--- src/rtl/clk_div_multi_pkg.sv ---
// Shared constants for the multi-channel clock divider (see clk_div_multi for CLKDIV_SYNC_EN).
package clk_div_multi_pkg;

    localparam int unsigned CLK_DIV_CNT_W   = 32;
    localparam int unsigned CLK_DIV_MAX_CH  = 16;
    localparam int unsigned CLK_DIV_DEFAULT = 250000;

endpackage : clk_div_multi_pkg

--- src/rtl/clk_div_ch.sv ---
// One divider channel: half-period counter, active/pending divisor, level and strobes.
// Divisor changes are only taken at half-period boundaries or while idle, so no runt pulses.
module clk_div_ch
    import clk_div_multi_pkg::*;
#(
    parameter int unsigned CNT_W       = CLK_DIV_CNT_W,
    parameter int unsigned DEFAULT_DIV = CLK_DIV_DEFAULT
) (
    input  logic             clk,
    input  logic             rst,
    input  logic             sync_i,
    input  logic             en_i,
    input  logic             wr_i,
    input  logic [CNT_W-1:0] wr_div_i,
    output logic             clk_out_o,
    output logic             tick_o,
    output logic             rise_o
);

    logic [CNT_W-1:0] cnt_q, cnt_d;
    logic [CNT_W-1:0] active_q, active_d;
    logic [CNT_W-1:0] pending_q, pending_d;
    logic [CNT_W-1:0] load_div_c;
    logic             out_q, out_d;
    logic             tick_q, tick_d;
    logic             rise_q, rise_d;

    // Next-state: a same-cycle write overrides the pending value wherever it is consumed.
    always_comb begin
        load_div_c = wr_i ? wr_div_i : pending_q;
        pending_d  = load_div_c;
        cnt_d      = cnt_q + CNT_W'(1);
        active_d   = active_q;
        out_d      = out_q;
        tick_d     = 1'b0;
        rise_d     = 1'b0;
        if (!en_i || sync_i) begin
            cnt_d    = '0;
            out_d    = 1'b0;
            active_d = load_div_c;
        end else if (cnt_q == active_q) begin
            cnt_d    = '0;
            out_d    = ~out_q;
            tick_d   = 1'b1;
            rise_d   = ~out_q;
            active_d = load_div_c;
        end
    end

    always_ff @(posedge clk) begin
        if (rst) begin
            cnt_q     <= '0;
            active_q  <= CNT_W'(DEFAULT_DIV);
            pending_q <= CNT_W'(DEFAULT_DIV);
            out_q     <= 1'b0;
            tick_q    <= 1'b0;
            rise_q    <= 1'b0;
        end else begin
            cnt_q     <= cnt_d;
            active_q  <= active_d;
            pending_q <= pending_d;
            out_q     <= out_d;
            tick_q    <= tick_d;
            rise_q    <= rise_d;
        end
    end

    assign clk_out_o = out_q;
    assign tick_o    = tick_q;
    assign rise_o    = rise_q;

endmodule : clk_div_ch

--- src/rtl/clk_div_multi.sv ---
// Multi-channel programmable clock divider; all outputs are clk-synchronous levels/strobes.
// Define CLKDIV_SYNC_EN to add the sync_restart input that phase-aligns all enabled channels.
module clk_div_multi
    import clk_div_multi_pkg::*;
#(
    parameter  int unsigned NUM_CH      = 4,
    parameter  int unsigned CNT_W       = CLK_DIV_CNT_W,
    parameter  int unsigned DEFAULT_DIV = CLK_DIV_DEFAULT,
    localparam int unsigned CH_W        = (NUM_CH > 1) ? $clog2(NUM_CH) : 1
) (
    input  logic              clk,
    input  logic              rst,
`ifdef CLKDIV_SYNC_EN
    input  logic              sync_restart,
`endif
    input  logic              cfg_we,
    input  logic [CH_W-1:0]   cfg_ch,
    input  logic [CNT_W-1:0]  cfg_div,
    input  logic [NUM_CH-1:0] ch_en,
    output logic [NUM_CH-1:0] clk_out,
    output logic [NUM_CH-1:0] tick,
    output logic [NUM_CH-1:0] rise
);

    logic              sync_c;
    logic [NUM_CH-1:0] wr_c;

`ifdef CLKDIV_SYNC_EN
    assign sync_c = sync_restart;
`else
    assign sync_c = 1'b0;
`endif

    // Channel numbers at or beyond NUM_CH match no decoder and are dropped.
    for (genvar i = 0; i < NUM_CH; i++) begin : g_ch
        assign wr_c[i] = cfg_we && (cfg_ch == CH_W'(i));

        clk_div_ch #(
            .CNT_W       (CNT_W),
            .DEFAULT_DIV (DEFAULT_DIV)
        ) u_ch (
            .clk       (clk),
            .rst       (rst),
            .sync_i    (sync_c),
            .en_i      (ch_en[i]),
            .wr_i      (wr_c[i]),
            .wr_div_i  (cfg_div),
            .clk_out_o (clk_out[i]),
            .tick_o    (tick[i]),
            .rise_o    (rise[i])
        );
    end

endmodule : clk_div_multi

--- config.mk ---
export PLATFORM = sky130hd
export DESIGN_NAME = clk_div_multi
export DESIGN_NICKNAME = d
export VERILOG_FILES = /design/src/rtl/clk_div_multi_pkg.sv /design/src/rtl/clk_div_ch.sv /design/src/rtl/clk_div_multi.sv
export SDC_FILE = /design/constraint.sdc
export NUM_CORES = 1
export LEC_CHECK = 0
export ABC_AREA = 1
export CORE_MARGIN = 2
export CORE_UTILIZATION = 24
export CTS_BUF_LIST = sky130_fd_sc_hd__clkbuf_16
export DETAILED_ROUTE_END_ITERATION = 10
export PLACE_DENSITY = 0.46
export SLEW_MARGIN = 20
export SYNTH_ARGS = -nofsm -noshare
export SYNTH_HDL_FRONTEND = slang
export SYNTH_HIERARCHICAL = 1
export SYNTH_SLANG_ARGS = --single-unit
--- constraint.sdc ---
create_clock -name clk -period 2.22 [get_ports clk]
set_clock_uncertainty 0.1 [all_clocks]
set_input_delay 0.333 -clock clk [delete_from_list [all_inputs] [get_ports clk]]
set_output_delay 0.333 -clock clk [all_outputs]
set_load 0.02 [all_outputs]
==> metrics, run 1 <==
Synth-to-Final Area Change 20.0%; initial antenna violation count 0; Seq/Total Area, Yosys 0.423; port bufs 52; Die ar. 80,300 um^2; clk sinks 396; diode count 0; fillcell total 8,560; Setup-failing EPs final 0; max-cap viol count 0; Distinct cells, synth 31; RR Endpoint g_ch[0].u_ch/active_q[4]$_SDFFE_PP1P_; worst path cell trace clkdlybuf4s50_1; drt drc 0; clock latency on the worst-skew pair 0.58 ns; Longest Clk Path Bufs 3; Setup crit end kind output pin; Slew Limit Fails 0; critical hold path startpoint rst; Die Ht 283 um; Die Wd 283 um; H-tree depth 2; core area 77,300 um^2; HPWL Detailed 38,600 um; worst hold path endpoint g_ch[3].u_ch/pending_q[27]$_SDFF_PP0_; CP Depth 1; clock root buffer clkbuf_16; Period Utilization, post-route 0.920; GPL Wtd Cong 0.841; Static Leak 9.92 nW; placed standard-cell area 21,000 um^2; TritonCTS clock tree yes; Iter 0 DRT Violations 835; Final #Nets 2,975; VDD IR max 0.511 mV; I/O pin count 53; biggest area consumer among synthesized cells dfxtp_1; largest net degree at the start of global routing 42; Fmax achieved 490 MHz; most frequent cells in the layout nand2_1, inv_1, nor2_1; Worst-path clk slew 0.06 ns; Buf+Inv Stages, Crit Path 1; Syn Inst Count 2,829; Post-synth EDFFs 0; via count 16.1k; CP top delay family buffers and inverters; crit-path max cell delay 0.64 ns; pwr/cell area 744 nW/um^2; remaining global-route overflow 0; CP max-delay cell clkdlybuf4s50_1; status finished, final reports clean; synthesized flop and latch total 396; hold depth 2; post-DR vias/cell 4.02; GRT Total Usage 0.131; Final Hold Fails 0; critical path class reg -> out; post-route cell area 22,500 um^2; synth top area cells dfxtp_1, nand2_1, inv_1; CTS Buf Count 48; Synth warnings 6; Critical Path AT 1.61 ns; global-route wire length before repair 85,300 um; Max FO, Critical Path 4; R2R depth 11; FP Rows 102; Avg Inst Size Synth 6.62 um^2; Top FF cell, synth dfxtp_1; Routed WL 52,900 um; R2R Setup Slk 0.19 ns; Critical Path RT 1.79 ns; asr flop ratio synth 0; fin crit period 2.04 ns; drt pass-1 iters 5; commonest non-fill, non-tap cell in the layout nand2_1; RSZ-0062 raised after global routing false; fraction of layout cells with a size suffix above 1 0.0782; drt wl/cell 13.2 um; Initial Util 0.242; vias in the first global route 15.3k; postcts setup bufs 0; share of the synthesized area in the top cell type 0.423; hold slack 0.0988 ns; Reg-to-Reg Start g_ch[0].u_ch/cnt_q[21]$_SDFF_PP0_; synthesized area 18,700 um^2; Worst Hold Class in -> reg; Startpoint Class flip-flop; ANT nets after route 0
[cell usage after synthesis, types with 8 or more instances]
cell type	count
nand2_1	806
inv_1	470
nor2_1	408
dfxtp_1	396
nand3_1	216
nor3_1	140
xnor2_1	60
a21oi_1	52
xor2_1	52
clkbuf_1	44
nand4_1	20
o21ai_0	20
buf_2	16
nor2_2	16
buf_4	12
buf_6	12
inv_2	12
nand2_2	12
nor4_1	12
nand2_4	8
nor2_4	8
[registers in the layout, summed over array words and instances (netlist names)]
| register | count |
|---|---|
| g_ch.u_ch/clk_out_o | 4 |
| g_ch.u_ch/rise_o | 4 |
| g_ch.u_ch/cnt_q | 128 |
| g_ch.u_ch/active_q | 128 |
| g_ch.u_ch/pending_q | 128 |
| g_ch.u_ch/tick_o | 4 |
[layout make-up]
cell class / instances / area (um^2) / share of cell area
clock buffer: 49 / 1230 / 0.0545
sequential: 396 / 7930 / 0.353
multi-input combinational: 1866 / 8550 / 0.380
timing repair buffer: 136 / 1360 / 0.0605
inverter: 482 / 1810 / 0.0805
clock inverter: 36 / 308 / 0.0137
tap: 1040 / 1300 / 0.0579
[metrics by stage]
stage / std cells / total power [mW] / worst slack [ns] / setup TNS [ns] / util
floorplan: 2832 / 8.59 / 0.641 / 0 / -
detailed placement: 3920 / 9.10 / -0.0893 / -0.889 / 0.271
finish: 4005 / 16.7 / 0.178 / 0 / 0.291
global placement: 3920 / 9.10 / -0.0653 / -0.463 / 0.271
CTS: 4005 / 17.0 / 0.117 / 0 / 0.291
global route: 4005 / 17.5 / 0.0267 / 0 / 0.291
[cells by family after synthesis]
logic type                 count (synthesis)  share of synthesized area
adders and majority gates                  4                    0.00267
xor gates and xnor gates                 112                     0.0523
buffers and inverters                    570                      0.122
AOI/OAI and AO/OA                         76                     0.0203
other                                      1                   0.000200
DFF                                      396                      0.423
and+or+nand+nor                         1670                      0.379
[worst max-delay path by stage]
stage,from,slack (ns),endpoint
2_1_floorplan,g_ch[0].u_ch/cnt_q[0]$_SDFF_PP0_,0.64,g_ch[0].u_ch/cnt_q[18]$_SDFF_PP0_
3_3_place_gp,cfg_we,-0.07,g_ch[1].u_ch/active_q[21]$_SDFFE_PP0P_
3_5_place_dp,cfg_we,-0.09,g_ch[1].u_ch/active_q[23]$_SDFFE_PP0P_
5_1_grt,g_ch[0].u_ch/cnt_q[20]$_SDFF_PP0_,0.03,g_ch[0].u_ch/active_q[5]$_SDFFE_PP0P_
4_1_cts,g_ch[0].u_ch/clk_out_o$_SDFFE_PP0N_,0.12,clk_out[0]
6_report,g_ch[0].u_ch/clk_out_o$_SDFFE_PP0N_,0.18,clk_out[0]
[routing by layer]
| layer | global-route usage | routed length [um] |
|---|---|---|
| met5 | 0 | 0 |
| met4 | 0.0364 | 1340 |
| met3 | 0.0199 | 1520 |
| met2 | 0.212 | 23500 |
| met1 | 0.181 | 26600 |
[worst register-to-register path, stage by stage (launching register included)]
cell and delay, ns:
dfxtp_1 0.44, inv_1 0.09, nand2_1 0.06, nand3_1 0.09
nor2_1 0.13, nand2_1 0.08, nor2_2 0.25, nand2_2 0.12
nand2_4 0.13, buf_4 0.24, nand2_1 0.16, nand2_1 0.09
[power breakdown]
part / switching [mW] / internal [mW] / total (mW) / leakage, nW
clock network: 3.14 / 4.66 / 7.80 / 0.794
logic: 0.815 / 0.538 / 1.35 / 5.89
registers: 0.165 / 7.42 / 7.58 / 3.23
total: 4.12 / 12.6 / 16.7 / 9.92
[what timing repair did]
item                                    in CTS  in global routing
endpoints found under the setup margin       1                  0
hold buffers                                 0                  0
gates resized for setup                      1                  0
No activity file was read; power rests on OpenSTA's default activity.
==> run 2: changes to the inputs <==
--- a/config.mk
+++ b/config.mk
@@ -6,11 +6,13 @@
 export NUM_CORES = 1
 export LEC_CHECK = 0
 export ABC_AREA = 1
+export CORE_ASPECT_RATIO = 0.7
 export CORE_MARGIN = 2
 export CORE_UTILIZATION = 24
 export CTS_BUF_LIST = sky130_fd_sc_hd__clkbuf_16
 export DETAILED_ROUTE_END_ITERATION = 10
 export PLACE_DENSITY = 0.46
+export SETUP_SLACK_MARGIN = 0.02
 export SLEW_MARGIN = 20
 export SYNTH_ARGS = -nofsm -noshare
 export SYNTH_HDL_FRONTEND = slang
==> metrics, run 2 (synthesis gave the netlist of run 1 again) <==
Final #Nets 2,954 (-0.71%); Synth-to-Final Area Change 18.3%; Static Leak 9.72 nW (-2.0%); fillcell total 8,666 (+1.2%); global-route wire length before repair 86,200 um (+1.0%); port bufs 52 (unchanged); vias in the first global route 15.6k (+1.5%); Fmax achieved 472 MHz (-3.7%); max-cap viol count 0 (unchanged); register share of total power 0.476 (+0.023); Psw 4.10 mW (-0.43%); Post-CTS Hold Fix Bufs 0 (unchanged); GPL Wtd Cong 0.797 (-5.2%); Sw Share 0.258 (+0.0117); initial antenna violation count 4 (+4); FP Rows 85 (-17%); met2 Use GR 0.181 (-0.0311); Int Pwr 11.8 mW (-6.4%); met1 usage 0.214 (+0.0331); combinational share of power 0.085 (+0.004); register area 7930 um^2 (unchanged); CTS Buf Count 43 (-10%); setup TNS 0 ns (unchanged); Critical Path RT 1.79 ns (about the same); postcts setup bufs 0 (unchanged); Final Hold Fails 0 (unchanged); Die Ht 238 um (-16%); core area 77,100 um^2 (-0.30%); Longest Clk Path Bufs 3 (unchanged); post-DR vias/cell 4.12 (+2.6%); Buf+Inv Stages, Crit Path 1 (unchanged); worst path cell trace clkdlybuf4s50_1; Die Wd 338 um (+19%); crit-path max cell delay 0.68 ns (+0.04 ns); drt drc 0 (unchanged); H-tree depth 2 (unchanged); drt pass-1 iters 5 (unchanged); Die ar. 80,400 um^2 (about the same); largest registers g_ch.u_ch/active_q x128, g_ch.u_ch/cnt_q x128, g_ch.u_ch/pending_q x128; ANT nets after route 0 (unchanged); fin crit period 2.12 ns (+0.0778 ns); CTS resizes 0 (-1); Iter 0 DRT Violations 1,101 (+32%); HPWL Detailed 39,600 um (+2.5%); grt peak-use layer met1; Worst-path clk slew 0.06 ns (about the same); fin util 0.287 (-0.00327); drt wl/cell 13.5 um (+2.3%); TritonCTS clock tree yes; hold slack 0.0916 ns (-0.00714 ns); commonest non-fill, non-tap cell in the layout nand2_1; remaining global-route overflow 0 (unchanged); most frequent cells in the layout nand2_1, inv_1, nor2_1; area of the multi-input gates 8550 um^2 (unchanged); Clock Power Share 0.439 (-0.027); fraction of layout cells with a size suffix above 1 0.0701 (-0.00811); critical path class reg -> out; Worst Hold Class in -> reg; total power 15.9 mW (-5.0%); GRT Total Usage 0.135 (+0.00435); Period Utilization, post-route 0.955 (+0.0351); pwr/cell area 718 nW/um^2 (-3.6%); measured slew at the worst slew-check pin 0.620 ns; via count 16.4k (+2.0%); Startpoint Class flip-flop; met3 Usage GRT 0.0295 (+0.00968); Initial Util 0.243 (+0.000735); Setup-failing EPs final 0 (unchanged); Slew Limit Fails 0 (unchanged); Setup crit end kind output pin; RSZ-0062 raised after global routing false; Slew HR 0.585; Max FO, Critical Path 4 (unchanged); status finished, final reports clean; largest net degree at the start of global routing 54 (+29%); clock latency on the worst-skew pair 0.59 ns (about the same); clock root buffer clkbuf_16; CP top delay family buffers and inverters; VDD IR max 0.480 mV (-6.1%); Critical Path AT 1.69 ns (+0.08 ns); I/O pin count 53 (unchanged); Routed WL 53,900 um (+1.8%); CP max-delay cell clkdlybuf4s50_1; clk sinks 396 (unchanged)
## run 2: path summary, 6_finish.rpt
check,slack [ns],start,end,cells past startpoint
max reg2reg,0.20,g_ch[2].u_ch/cnt_q[20]$_SDFF_PP0_,g_ch[2].u_ch/active_q[2]$_SDFFE_PP0P_,12
min reg2reg,0.36,g_ch[1].u_ch/clk_out_o$_SDFFE_PP0N_,g_ch[1].u_ch/rise_o$_SDFF_PP0_,1
max,0.10,g_ch[2].u_ch/clk_out_o$_SDFFE_PP0N_,clk_out[2],1
min,0.09,rst,g_ch[0].u_ch/pending_q[31]$_SDFF_PP0_,2
## run 2: per-stage QoR
| step | worst slack [ns] | instance area [um^2] | cells |
|---|---|---|---|
| after floorplan | 0.641 | 18800 | 2832 |
| after CTS | 0.0396 | 22200 | 3981 |
| after detailed placement | 0.0608 | 20800 | 3908 |
| final | 0.101 | 22200 | 3982 |
| after global routing | 0.0307 | 22200 | 3981 |
| after global placement | 0.0366 | 20800 | 3908 |
## run 2: power groups by stage
stage | logic, mW | registers [mW] | clock network, mW
after floorplan | 0.907 | 7.68 | 0
after global placement | 1.36 | 7.74 | 0
after detailed placement | 1.36 | 7.73 | 0
after CTS | 1.36 | 7.58 | 7.24
after global routing | 1.56 | 7.60 | 7.50
final | 1.35 | 7.57 | 6.98
## run 2: area by class of cell
type,count,share of cell area
repair buffers,120,0.0566
inverters,482,0.0816
diodes,1,0.000113
clock inverters,30,0.0107
clock buffers,43,0.0486
flip-flops and latches,396,0.358
well taps,1044,0.0589
multi-input cells,1866,0.386
## run 2: routing by layer
| layer | vias up | share of wire |
|---|---|---|
| li1 | 8696 | - |
| met1 | 7348 | 0.55 |
| met4 | 4 | 0.015 |
| met5 | - | 0.0027 |
| met3 | 67 | 0.066 |
| met2 | 309 | 0.37 |
